<file path="src/rtl/mci_pkg.sv">
// Shared MCI types: boot sequencer state encoding and MCU reset-request arbiter states.
package mci_pkg;

  typedef enum logic [3:0] {
    BOOT_IDLE             = 4'd0,
    BOOT_OTP_FC           = 4'd1,
    BOOT_MCU              = 4'd2,
    BOOT_WAIT_CPTRA_GO    = 4'd3,
    BOOT_CPTRA            = 4'd4,
    BOOT_WAIT_MCU_RST_REQ = 4'd5,
    BOOT_RST_MCU          = 4'd6,
    BOOT_UNKNOWN          = 4'd15
  } mci_boot_fsm_state_e;

  typedef enum logic [1:0] {
    ARB_IDLE     = 2'd0,
    ARB_REQ      = 2'd1,
    ARB_WAIT_RST = 2'd2,
    ARB_DONE     = 2'd3
  } mci_rst_arb_state_e;

endpackage

</file>
<file path="src/rtl/mci_rr_arb.sv">
// Combinational round-robin picker: first eligible index at or after ptr, wrapping.
module mci_rr_arb #(
  parameter int N = 3,
  localparam int ID_W = $clog2(N)
) (
  input  logic [N-1:0]    eligible,
  input  logic [ID_W-1:0] ptr,
  output logic [ID_W-1:0] winner,
  output logic            valid
);

  logic [2*N-1:0] rotated;
  logic           found;
  int             cand;

  // Rotating a doubled copy puts the ptr position at bit 0, so the lowest set bit wins.
  always_comb begin
    rotated = {eligible, eligible} >> ptr;
    winner  = '0;
    found   = 1'b0;
    cand    = 0;
    for (int j = 0; j < N; j++) begin
      if (!found && rotated[j]) begin
        found = 1'b1;
        cand  = int'(ptr) + j;
        if (cand >= N) cand = cand - N;
        winner = ID_W'(cand);
      end
    end
    valid = |eligible;
  end

endmodule

</file>
<file path="src/rtl/mci_mcu_rst_req_arb.sv">
// Round-robin sharing of the MCU reset request among NUM_REQ requesters, with
// boot-sequencer handshake tracking, reset-type capture and completion timeout.
module mci_mcu_rst_req_arb
  import mci_pkg::*;
#(
  parameter int NUM_REQ       = 3,
  parameter int TIMEOUT_WIDTH = 16,
  localparam int ID_W = $clog2(NUM_REQ)
) (
  input  logic                     clk,
  input  logic                     mci_rst_b,
  input  logic [NUM_REQ-1:0]       req,
  input  logic [NUM_REQ-1:0]       req_mask,
  input  logic [TIMEOUT_WIDTH-1:0] timeout_cycles,
  input  mci_boot_fsm_state_e      boot_fsm,
  input  logic                     fw_hitless_upd_reset,
  output logic                     mcu_rst_req,
  output logic [NUM_REQ-1:0]       ack,
  output logic                     ack_hitless,
  output logic [NUM_REQ-1:0]       err,
  output logic                     busy,
  output logic [ID_W-1:0]          grant_id
);

  mci_rst_arb_state_e       state_q, state_d;
  logic [ID_W-1:0]          ptr_q, ptr_d;
  logic [TIMEOUT_WIDTH-1:0] cnt_q, cnt_d;
  logic [ID_W-1:0]          grant_id_q, grant_id_d;
  logic                     busy_q, busy_d;
  logic                     mcu_rst_req_q, mcu_rst_req_d;
  logic [NUM_REQ-1:0]       ack_q, ack_d;
  logic                     ack_hitless_q, ack_hitless_d;
  logic [NUM_REQ-1:0]       err_q, err_d;

  logic [NUM_REQ-1:0]       eligible;
  logic [ID_W-1:0]          winner;
  logic                     win_valid;
  logic [NUM_REQ-1:0]       grant_onehot;
  logic [ID_W-1:0]          next_ptr;
  logic [TIMEOUT_WIDTH-1:0] cnt_inc;
  logic                     timeout_hit;

  assign eligible = req & ~req_mask;

  mci_rr_arb #(.N(NUM_REQ)) u_rr_arb (
    .eligible (eligible),
    .ptr      (ptr_q),
    .winner   (winner),
    .valid    (win_valid)
  );

  always_comb begin
    grant_onehot = '0;
    for (int i = 0; i < NUM_REQ; i++) begin
      grant_onehot[i] = (grant_id_q == ID_W'(i));
    end
  end

  assign next_ptr    = (grant_id_q == ID_W'(NUM_REQ - 1)) ? '0 : grant_id_q + ID_W'(1);
  assign cnt_inc     = (cnt_q == '1) ? cnt_q : cnt_q + TIMEOUT_WIDTH'(1);
  assign timeout_hit = (timeout_cycles != '0) &&
                       (cnt_q == timeout_cycles - TIMEOUT_WIDTH'(1));

  // Timeout wins over handshake progress so a late sequencer response never yields both err and ack.
  always_comb begin
    state_d       = state_q;
    ptr_d         = ptr_q;
    cnt_d         = cnt_q;
    grant_id_d    = grant_id_q;
    busy_d        = busy_q;
    mcu_rst_req_d = 1'b0;
    ack_d         = '0;
    err_d         = '0;
    ack_hitless_d = ack_hitless_q;

    case (state_q)
      ARB_IDLE: begin
        if (win_valid) begin
          grant_id_d = winner;
          busy_d     = 1'b1;
          cnt_d      = '0;
          state_d    = ARB_REQ;
        end
      end
      ARB_REQ, ARB_WAIT_RST: begin
        cnt_d = cnt_inc;
        if (timeout_hit) begin
          err_d   = grant_onehot;
          busy_d  = 1'b0;
          ptr_d   = next_ptr;
          state_d = ARB_IDLE;
        end else if (state_q == ARB_REQ) begin
          if (boot_fsm == BOOT_RST_MCU) begin
            ack_hitless_d = fw_hitless_upd_reset;
            state_d       = ARB_WAIT_RST;
          end else begin
            mcu_rst_req_d = (boot_fsm == BOOT_WAIT_MCU_RST_REQ);
          end
        end else if (boot_fsm == BOOT_WAIT_MCU_RST_REQ) begin
          state_d = ARB_DONE;
        end
      end
      ARB_DONE: begin
        ack_d   = grant_onehot;
        busy_d  = 1'b0;
        ptr_d   = next_ptr;
        state_d = ARB_IDLE;
      end
      default: begin
        state_d       = ARB_IDLE;
        busy_d        = 1'b0;
        grant_id_d    = '0;
        ack_hitless_d = 1'b0;
      end
    endcase
  end

  always_ff @(posedge clk) begin
    if (!mci_rst_b) begin
      state_q       <= ARB_IDLE;
      ptr_q         <= '0;
      cnt_q         <= '0;
      grant_id_q    <= '0;
      busy_q        <= 1'b0;
      mcu_rst_req_q <= 1'b0;
      ack_q         <= '0;
      ack_hitless_q <= 1'b0;
      err_q         <= '0;
    end else begin
      state_q       <= state_d;
      ptr_q         <= ptr_d;
      cnt_q         <= cnt_d;
      grant_id_q    <= grant_id_d;
      busy_q        <= busy_d;
      mcu_rst_req_q <= mcu_rst_req_d;
      ack_q         <= ack_d;
      ack_hitless_q <= ack_hitless_d;
      err_q         <= err_d;
    end
  end

  assign mcu_rst_req = mcu_rst_req_q;
  assign ack         = ack_q;
  assign ack_hitless = ack_hitless_q;
  assign err         = err_q;
  assign busy        = busy_q;
  assign grant_id    = grant_id_q;

endmodule

</file>
<file path="config.mk">
export PLATFORM = sky130hd
export DESIGN_NAME = mci_mcu_rst_req_arb
export DESIGN_NICKNAME = d
export VERILOG_FILES = /design/src/rtl/mci_pkg.sv /design/src/rtl/mci_rr_arb.sv /design/src/rtl/mci_mcu_rst_req_arb.sv
export SDC_FILE = /design/constraint.sdc
export NUM_CORES = 1
export LEC_CHECK = 0
export CORE_MARGIN = 3
export CORE_UTILIZATION = 53
export DETAILED_ROUTE_END_ITERATION = 10
export GPL_ROUTABILITY_DRIVEN = 1
export GPL_TIMING_DRIVEN = 0
export PLACE_DENSITY = 0.8
export SLEW_MARGIN = 10
export SYNTH_ARGS = -nofsm -noshare
export SYNTH_HDL_FRONTEND = slang
export SYNTH_SLANG_ARGS = --single-unit
</file>
<file path="constraint.sdc">
create_clock -name clk -period 4.4 [get_ports clk]
set_clock_uncertainty 0.2 [all_clocks]
set_input_delay 0.88 -clock clk [delete_from_list [all_inputs] [get_ports clk]]
set_output_delay 0.88 -clock clk [all_outputs]
set_load 0.05 [all_outputs]
</file>
# [Yosys cells after proc, flatten, opt, wreduce, memory -nomap -nowiden]
# Index checks and enable logic that the tools add are counted.
[word_totals] ff_bits=31 in_bits=29 word_cells=85
[op_classes] n_addsub=8 order_cmp=3 eq_ne=14 shift=1 n_mux=23 bitwise=6 n_reduce_logical=21
[op_table] op="16-bit two-way mux" count=2
[op_table] op="16-bit case mux with 2 select lines" count=1
[op_table] op="2-bit two-way mux" count=13
[op_table] op="16-bit by 1-bit adder with 16-bit output (second input constant)" count=1
[op_table] op="16-bit == test" count=1
[op_table] op="16-bit == test (second input constant)" count=1
[op_table] op="16-bit nonzero test" count=1
[op_table] op="16-bit by 1-bit subtractor with 16-bit output (second input constant)" count=1
[op_table] op="3-bit AND reduction" count=3
[op_table] op="4-bit by 3-bit == test with 1-bit output (second input constant)" count=2
[op_table] op="4-bit inequality test (second input constant)" count=2
[op_table] op="2-bit AND reduction" count=4
[op_table] op="2-bit == test (second input constant)" count=3
[op_table] op="3-bit by 2-bit >= comparator with 1-bit output (second input constant)" count=2
[op_table] op="2-bit case mux with 3 select lines" count=1
[op_table] op="6-bit by 2-bit >> shifter with 3-bit output" count=1
[op_table] op="5-bit OR reduction" count=1
[op_table] op="2-bit by 1-bit == test with 1-bit output (second input constant)" count=2
[op_table] op="2-bit logical NOT" count=2
[op_table] op="1-bit two-way mux" count=4
[op_table] op="2-bit inequality test (second input constant)" count=2
[op_table] op="1-bit NOT" count=4
[op_table] op="2-bit case mux with 2 select lines" count=1
[op_table] op="4-bit AND reduction" count=1
[op_table] op="15 further kinds" count=20

# [Depth between registers and ports, before layout]
# Gate-level depths: netlist of the first run.
[logic_depth] word_depth=10 ltp_mapped=10

# [Modules after synthesis]
# From an unflattened synthesis of the first run, not the netlist that was laid out.
[hier_totals] cells_unflattened=282 hier_area_um2=2278.4
[by_module_without_submodules] mod="mci_mcu_rst_req_arb" n_inst=1 cells_per_inst=260 area_per_inst_um2=2097.0 seq_area_each_um2=620.6
[by_module_without_submodules] mod="mci_rr_arb" n_inst=1 cells_per_inst=22 area_per_inst_um2=181.4 seq_area_each_um2=0.0

# [Worst setup path before layout of the first run]
# OpenSTA, ideal clock, no wires.
[synth_timing] path_kind="in2reg" start="input port timeout_cycles[0]" end="register err_q[2] (netlist: err[2])" arrival_time_ns=3.328 required_time_ns=4.138 path_slack_ns=0.810 path_stages=10 path_buffers=0 cell_sequence="inv_1 > ha_1 > or4b_4 > or2_4 > o21ai_0 > a21oi_1 > or4b_1 > or4_1 > nor2_1 > and3b_1"
[synth_via] elab_chain_len=4 elab_cells_between_ends=5 cone_classes="add/sub (1); eq/ne (1); reduce/logical (3)"
[synth_lines] item="start, declared" line="mci_mcu_rst_req_arb.sv:14" rtl="input logic [TIMEOUT_WIDTH-1:0] timeout_cycles,"
[synth_lines] item="16-bit by 1-bit subtractor with 16-bit output" line="mci_mcu_rst_req_arb.sv:62" rtl="(cnt_q == timeout_cycles - TIMEOUT_WIDTH'(1));"
[synth_lines] item="16-bit == test" line="mci_mcu_rst_req_arb.sv:62"
[synth_lines] item="1-bit logical AND *" line="mci_mcu_rst_req_arb.sv:61" rtl="assign timeout_hit = (timeout_cycles != '0) &&"
[synth_lines] item="3-bit AND reduction (no line) *"
[synth_lines] item="end signal, assigned" line="mci_mcu_rst_req_arb.sv:138" rtl="err_q <= err_d;"
[synth_lines] item="end, declared" line="mci_mcu_rst_req_arb.sv:33" rtl="logic [NUM_REQ-1:0] err_q, err_d;"
# Mark *: on every way between the ends. The rest lies on a longest branch, timed or not.
# A chain may end at the register's enable or synchronous reset.

# [Final worst setup path of the first run]
[layout_timing] start="input port timeout_cycles[0]" end="register ptr_q[1]"
[layout_via] elab_chain_len=5 elab_cells_between_ends=6 cone_classes="add/sub (1); eq/ne (2); reduce/logical (3)"
[layout_lines] item="16-bit by 1-bit subtractor with 16-bit output" line="mci_mcu_rst_req_arb.sv:62"
[layout_lines] item="16-bit == test" line="mci_mcu_rst_req_arb.sv:62"
[layout_lines] item="1-bit logical AND *" line="mci_mcu_rst_req_arb.sv:61"
[layout_lines] item="2-bit inequality test (no line) *"
[layout_lines] item="2-bit AND reduction (no line) *"
[layout_lines] item="end signal, assigned" line="mci_mcu_rst_req_arb.sv:131" rtl="ptr_q <= ptr_d;"
[layout_lines] item="end, declared" line="mci_mcu_rst_req_arb.sv:26" rtl="logic [ID_W-1:0] ptr_q, ptr_d;"
# Marked as above.

==> metrics.txt, run 1 <==
most common cell after layout, fill and taps aside=clkdlybuf4s50_1; CP Capture Type=flop; outcome=complete, no violations; Rel. slew slack=0.352; final core utilization=0.718; HPWL Detailed=between 3 and 4 mm; Via density=5.79; Crit. Startpoint=timeout_cycles[0]; Syn Nets=324; Cells after Synth=around 290; Worst Path Arrival=about 4200 ps; number of diodes=0; Slew Limit Fails=0; P&R area growth vs syn=24.1%; RD Place Congestion=0.872; nets=370; CP Max Fanout=8; period utilisation layout=0.953; count of flip-flops with a built-in enable after synthesis=0; Leak=between 0.9 and 1 nW; Seq/Total Area, Yosys=0.278; RSZ-0062 raised after global routing=no; post-CTS setup buffers=0; Final ANT Viol Nets=0; final instance area=0.00277 sq mm; clk_lat worst skew=280 ps; Root Buffer=clkbuf_8; pwr dens=about 270 mW/mm^2; crit path launch type=input pin; die extent in x=70.9 microns; Syn Area/Cell=7.80 sq um; maxcap violations=0; cts hold-fix bufs=0; Vias=approximately 2.2k; vias in the first global route=1,896; initial antenna violation count=0; largest net degree at the start of global routing=11; Worst Setup Path Type=in -> reg; Critical Path RT=4360 ps; I/O Buffers=39; synth warn=0; clock buffer depth=2; Cell Rows=22; Mapped Area=0.00223 sq mm; Post-synth ARST share=0; number of CTS-inserted buffers=5; DR WL/cell=approximately 13 microns; top_reg_cell synth=dfxtp_1; final WL=just over 5 mm; Post-DP Area=0.00268 sq mm; most used cells in the layout excluding fill and tap cells=clkdlybuf4s50_1, nor2_1, dfxtp_1, nand2_1, xnor2_1; Final setup viols=0; Max VDD drop=0.193 mV; post-synthesis cell type count=49; PostCTS Resize Cnt=0; 1st-pass router iterations=4; Die H=between 70 and 80 microns; Max Clk Rate=around 240 MHz; first-pass GRT wire length=8.36 mm; Core ar.=roughly 0.0039 sq mm; I/O Pins=40; GR Util All Layers=0.201; number of remaining DRC errors=0; Iteration-0 DRC Markers=121; synthesis-stage register bit count=31; hold_sp=ack_hitless$_SDFFE_PN0P_; Hold Crit Class=reg -> reg; Final Hold Viols=0; layout cells sized above 1=0.0452; Reg2Reg Launch Point=state_q[0]$_SDFFE_PN0P_; measured slew at the worst slew-check pin=between 900 and 1000 ps; shortest period the worst path allows=4190 ps; die area=0.00502 sq mm; Max H-tree Level=2; starting density of the core=0.579; CTS tree=done; Reg clk slew, reported paths=60 ps; fillers=~310; grt ovf=0; TritonCTS sink count=31
-- worst max-delay path: stages --
cell and delay (ps):
clkdlybuf4s50_1 490, inv_1 90, ha_1 210, or4b_4 520, or2_4 300, nor4_1 300
mux2i_1 200, or3_1 420, nor3_4 330, nor2_1 100, a311o_1 320
-- synth_stat cells (3+ instances only) --
master | count | area share
nor2_1 | 33 | 0.056
dfxtp_1 | 31 | 0.28
nand2_1 | 22 | 0.037
xnor2_1 | 20 | 0.079
nand3_1 | 14 | 0.031
a21oi_1 | 13 | 0.029
inv_1 | 13 | 0.022
xor2_1 | 13 | 0.051
nor3_1 | 11 | 0.025
o21ai_0 | 11 | 0.025
ha_1 | 9 | 0.051
clkbuf_1 | 8 | 0.013
nor2b_1 | 8 | 0.022
nand4_1 | 7 | 0.020
and3_1 | 5 | 0.014
nand2b_1 | 5 | 0.014
nor4_1 | 4 | 0.011
o211ai_1 | 4 | 0.013
or3_1 | 4 | 0.011
a21boi_0 | 3 | 0.010
a221oi_1 | 3 | 0.012
a31oi_1 | 3 | 0.0084
and3b_1 | 3 | 0.012
nand3b_1 | 3 | 0.010
or4_1 | 3 | 0.010
-- final cells by class --
type                            instances  area, sq um  share of cell area
Buffer                                  8         30.0              0.0108
Timing Repair Buffer                   39          390               0.141
Multi-Input combinational cell        234         1530               0.553
Clock inverter                          1         5.00             0.00181
Tap cell                               48         60.1              0.0217
Inverter                               13         48.8              0.0176
Clock buffer                            6         82.6              0.0298
Sequential cell                        31          621               0.224
-- cell families (layout without fill, tap and decap cells) --
logic type | count (synthesis) | count (layout) | synth area share
simple gates | 139 | 139 | 0.346
compound gates | 52 | 52 | 0.155
xor+xnor | 33 | 33 | 0.130
flops | 31 | 31 | 0.278
buf+inv | 21 | 67 | 0.0354
fa+ha+maj | 9 | 9 | 0.0505
mux | 1 | 1 | 0.00449
-- state kept, by name, indices dropped and copies added (netlist names) --
signal       cells
ptr_q            2
cnt_q           16
ack              3
busy             1
grant_id         2
err              3
mcu_rst_req      1
state_q          2
ack_hitless      1
-- final timing paths --
kind	to	slack [ps]	depth (start not counted)
setup reg to reg	cnt_q[5]$_SDFFE_PN0P_	1600	9
setup / recovery	ptr_q[1]$_SDFFE_PN0P_	210	11
hold reg to reg	ack_hitless$_SDFFE_PN0P_	320	2
hold / removal	ack_hitless$_SDFFE_PN0P_	320	2
-- per-stage QoR --
step	hold WS [ps]	setup TNS, ps	instances	setup WS [ps]	power, mW
after floorplan	282	0	286	810	0.463
after global routing	357	0	380	42.8	0.801
final	315	0	380	208	0.755
after detailed placement	302	-45.5	373	-34.3	0.542
after global placement	298	0	373	53.6	0.537
after CTS	325	0	380	247	0.760
-- where the power goes --
group	total (mW)	switching, mW	internal (mW)
clock	0.216	0.0937	0.122
sequential	0.314	0.0201	0.294
combinational	0.224	0.130	0.0938
total	0.755	0.244	0.510
-- per-layer routing --
layer,vias to the layer above,GRT usage,share of wire
met4,0,0.0605,0.012
li1,1126,-,-
met3,7,0.0483,0.061
met2,66,0.296,0.42
met1,1002,0.289,0.51
met5,-,0,0
Note: power is estimated with default switching activity, not from simulation.
==> run 2, diff against run 1 <==
--- a/config.mk
+++ b/config.mk
@@ -6,11 +6,10 @@
 export NUM_CORES = 1
 export LEC_CHECK = 0
 export CORE_MARGIN = 3
-export CORE_UTILIZATION = 53
+export CORE_UTILIZATION = 30
 export DETAILED_ROUTE_END_ITERATION = 10
 export GPL_ROUTABILITY_DRIVEN = 1
 export GPL_TIMING_DRIVEN = 0
-export PLACE_DENSITY = 0.8
 export SLEW_MARGIN = 10
 export SYNTH_ARGS = -nofsm -noshare
 export SYNTH_HDL_FRONTEND = slang
==> run 2 against run 1 <==
Effect of this change:
- first-iteration DRC count decreased by 32%
- worst hold slack got worse by 8.2 ps
- maximum frequency increased by 1.1%
- count of clock-buffer cells in the layout unchanged
- flip-flop and latch count unchanged
- cell area increased by 3.5%
- critical path type unchanged
- highest routed layer unchanged
==> metrics.txt, run 2 (synthesis gave the netlist of run 1 again) <==
Slew Limit Fails=0; number of remaining DRC errors=0; Vias=approximately 2.2k; Worst Path Arrival=4120 ps; GR Util met2=0.202; placed cell count=about 420; 1st-pass router iterations=5; Die H=92.2 microns; Final ANT Viol Nets=0; Core ar.=0.00698 sq mm; Max VDD drop=0.103 mV; Switching Share=0.311; Leak=0.985 nW; measured slew at the worst slew-check pin=around 870 ps; GR Util All Layers=0.132; first-pass GRT wire length=9.08 mm; Rel. slew slack=0.419; Power Internal=572 uW; most used cells in the layout excluding fill and tap cells=clkdlybuf4s50_1, nor2_1, dfxtp_1, nand2_1, xnor2_1; fillers=740; met1 GRT Util=0.177; met3 usage=0.0312; TritonCTS sink count=31; Cell Rows=30; HPWL Detailed=4.24 mm; shortest period the worst path allows=4150 ps; WHS=307 ps; CP Max Fanout=8; outcome=complete, no violations; vias in the first global route=1,970; Register Area=621 sq um; setup TNS=0 ps; crit path launch type=input pin; Final setup viols=0; number of diodes=0; post-CTS setup buffers=0; period utilisation layout=0.943; CTS tree=done; Final Hold Viols=0; global routing's busiest layer=met2; nets=370; largest net degree at the start of global routing=11; Root Buffer=clkbuf_8; footprint of the multi-input gates=0.00154 sq mm; largest reg by FF count=cnt_q; clock buffer depth=2; layout cells sized above 1=0.0511; Worst Setup Path Type=in -> reg; maxcap violations=0; Iteration-0 DRC Markers=82; clk_lat worst skew=290 ps; number of CTS-inserted buffers=5; cts hold-fix bufs=0; RSZ-0062 raised after global routing=no; grt ovf=0; Hold Crit Class=reg -> reg; max reg flops=16; most common cell after layout, fill and taps aside=clkdlybuf4s50_1; initial antenna violation count=0; Seq pwr share=0.379; Final Non-Filler Cells=429; Critical Path RT=4370 ps; starting density of the core=0.319; Max H-tree Level=2; die area=0.00850 sq mm; Via density=roughly 5.0; pwr dens=289 mW/mm^2; P_sw=about 260 uW; Max Clk Rate=241 MHz; Reg clk slew, reported paths=roughly 70 ps; final WL=around 5.3 mm; I/O Pins=40; combinational share of power=0.270; I/O Buffers=39; die extent in x=around 92 microns; Clk pwr share=0.351; P&R area growth vs syn=28.5%; RD Place Congestion=0.794; DR WL/cell=12.4 microns; CP Capture Type=flop
==> run 2: stage by stage <==
step	total power [mW]	cell area, sq um	worst slack, ps	util
final	0.829	2870	252	0.410
after global routing	0.886	2870	49.8	0.410
after CTS	0.840	2860	205	0.409
after detailed placement	0.543	2740	-102	0.392
after global placement	0.541	2740	-95.0	0.392
after floorplan	0.463	2230	810	-
==> run 2: what timing repair did <==
| item | CTS | global route |
|---|---|---|
| endpoints found under the setup margin | 0 | 1 |
| resized for setup | 0 | 1 |
| hold endpoints to repair | 0 | 0 |
==> run 2: critical path, stage by stage <==
cell and delay, ps:
clkdlybuf4s50_1 490, inv_1 90, ha_1 210, or4b_4 520, or2_4 300, nor4_1 260, mux2i_1 210, or3_1 420
nor3_4 320, nor2_1 100, a311o_1 320
==> run 2: layout make-up <==
| type | instances | area share |
|---|---|---|
| clock inverters | 2 | 0.0122 |
| multi-input cells | 234 | 0.537 |
| flip-flops and latches | 31 | 0.217 |
| repair buffers | 39 | 0.136 |
| plain buffers | 8 | 0.0105 |
| clock buffers | 6 | 0.0288 |
| well taps | 96 | 0.0419 |
| inverters | 13 | 0.0170 |
==> run 2: final timing paths <==
check | start | end | slack (ps) | cells after the start
hold / removal | ack_hitless$_SDFFE_PN0P_ | ack_hitless$_SDFFE_PN0P_ | 310 | 2
hold reg to reg | ack_hitless$_SDFFE_PN0P_ | ack_hitless$_SDFFE_PN0P_ | 310 | 2
setup reg to reg | cnt_q[6]$_SDFFE_PN0P_ | ptr_q[1]$_SDFFE_PN0P_ | 1670 | 8
setup / recovery | timeout_cycles[0] | ptr_q[1]$_SDFFE_PN0P_ | 250 | 11
==> run 2: power by group through the flow <==
stage	Clock, mW	Combinational, mW	Sequential, mW
2_1_floorplan	0	0.127	0.336
3_3_place_gp	0	0.221	0.321
3_5_place_dp	0	0.223	0.320
4_1_cts	0.302	0.224	0.314
5_1_grt	0.315	0.252	0.318
6_report	0.291	0.224	0.314
==> run 2: metal layers <==
metal,vias to the layer above,part of all wire
met2,44,0.46
met3,7,0.052
li1,1121,-
met1,980,0.47
met5,-,0
met4,0,0.017
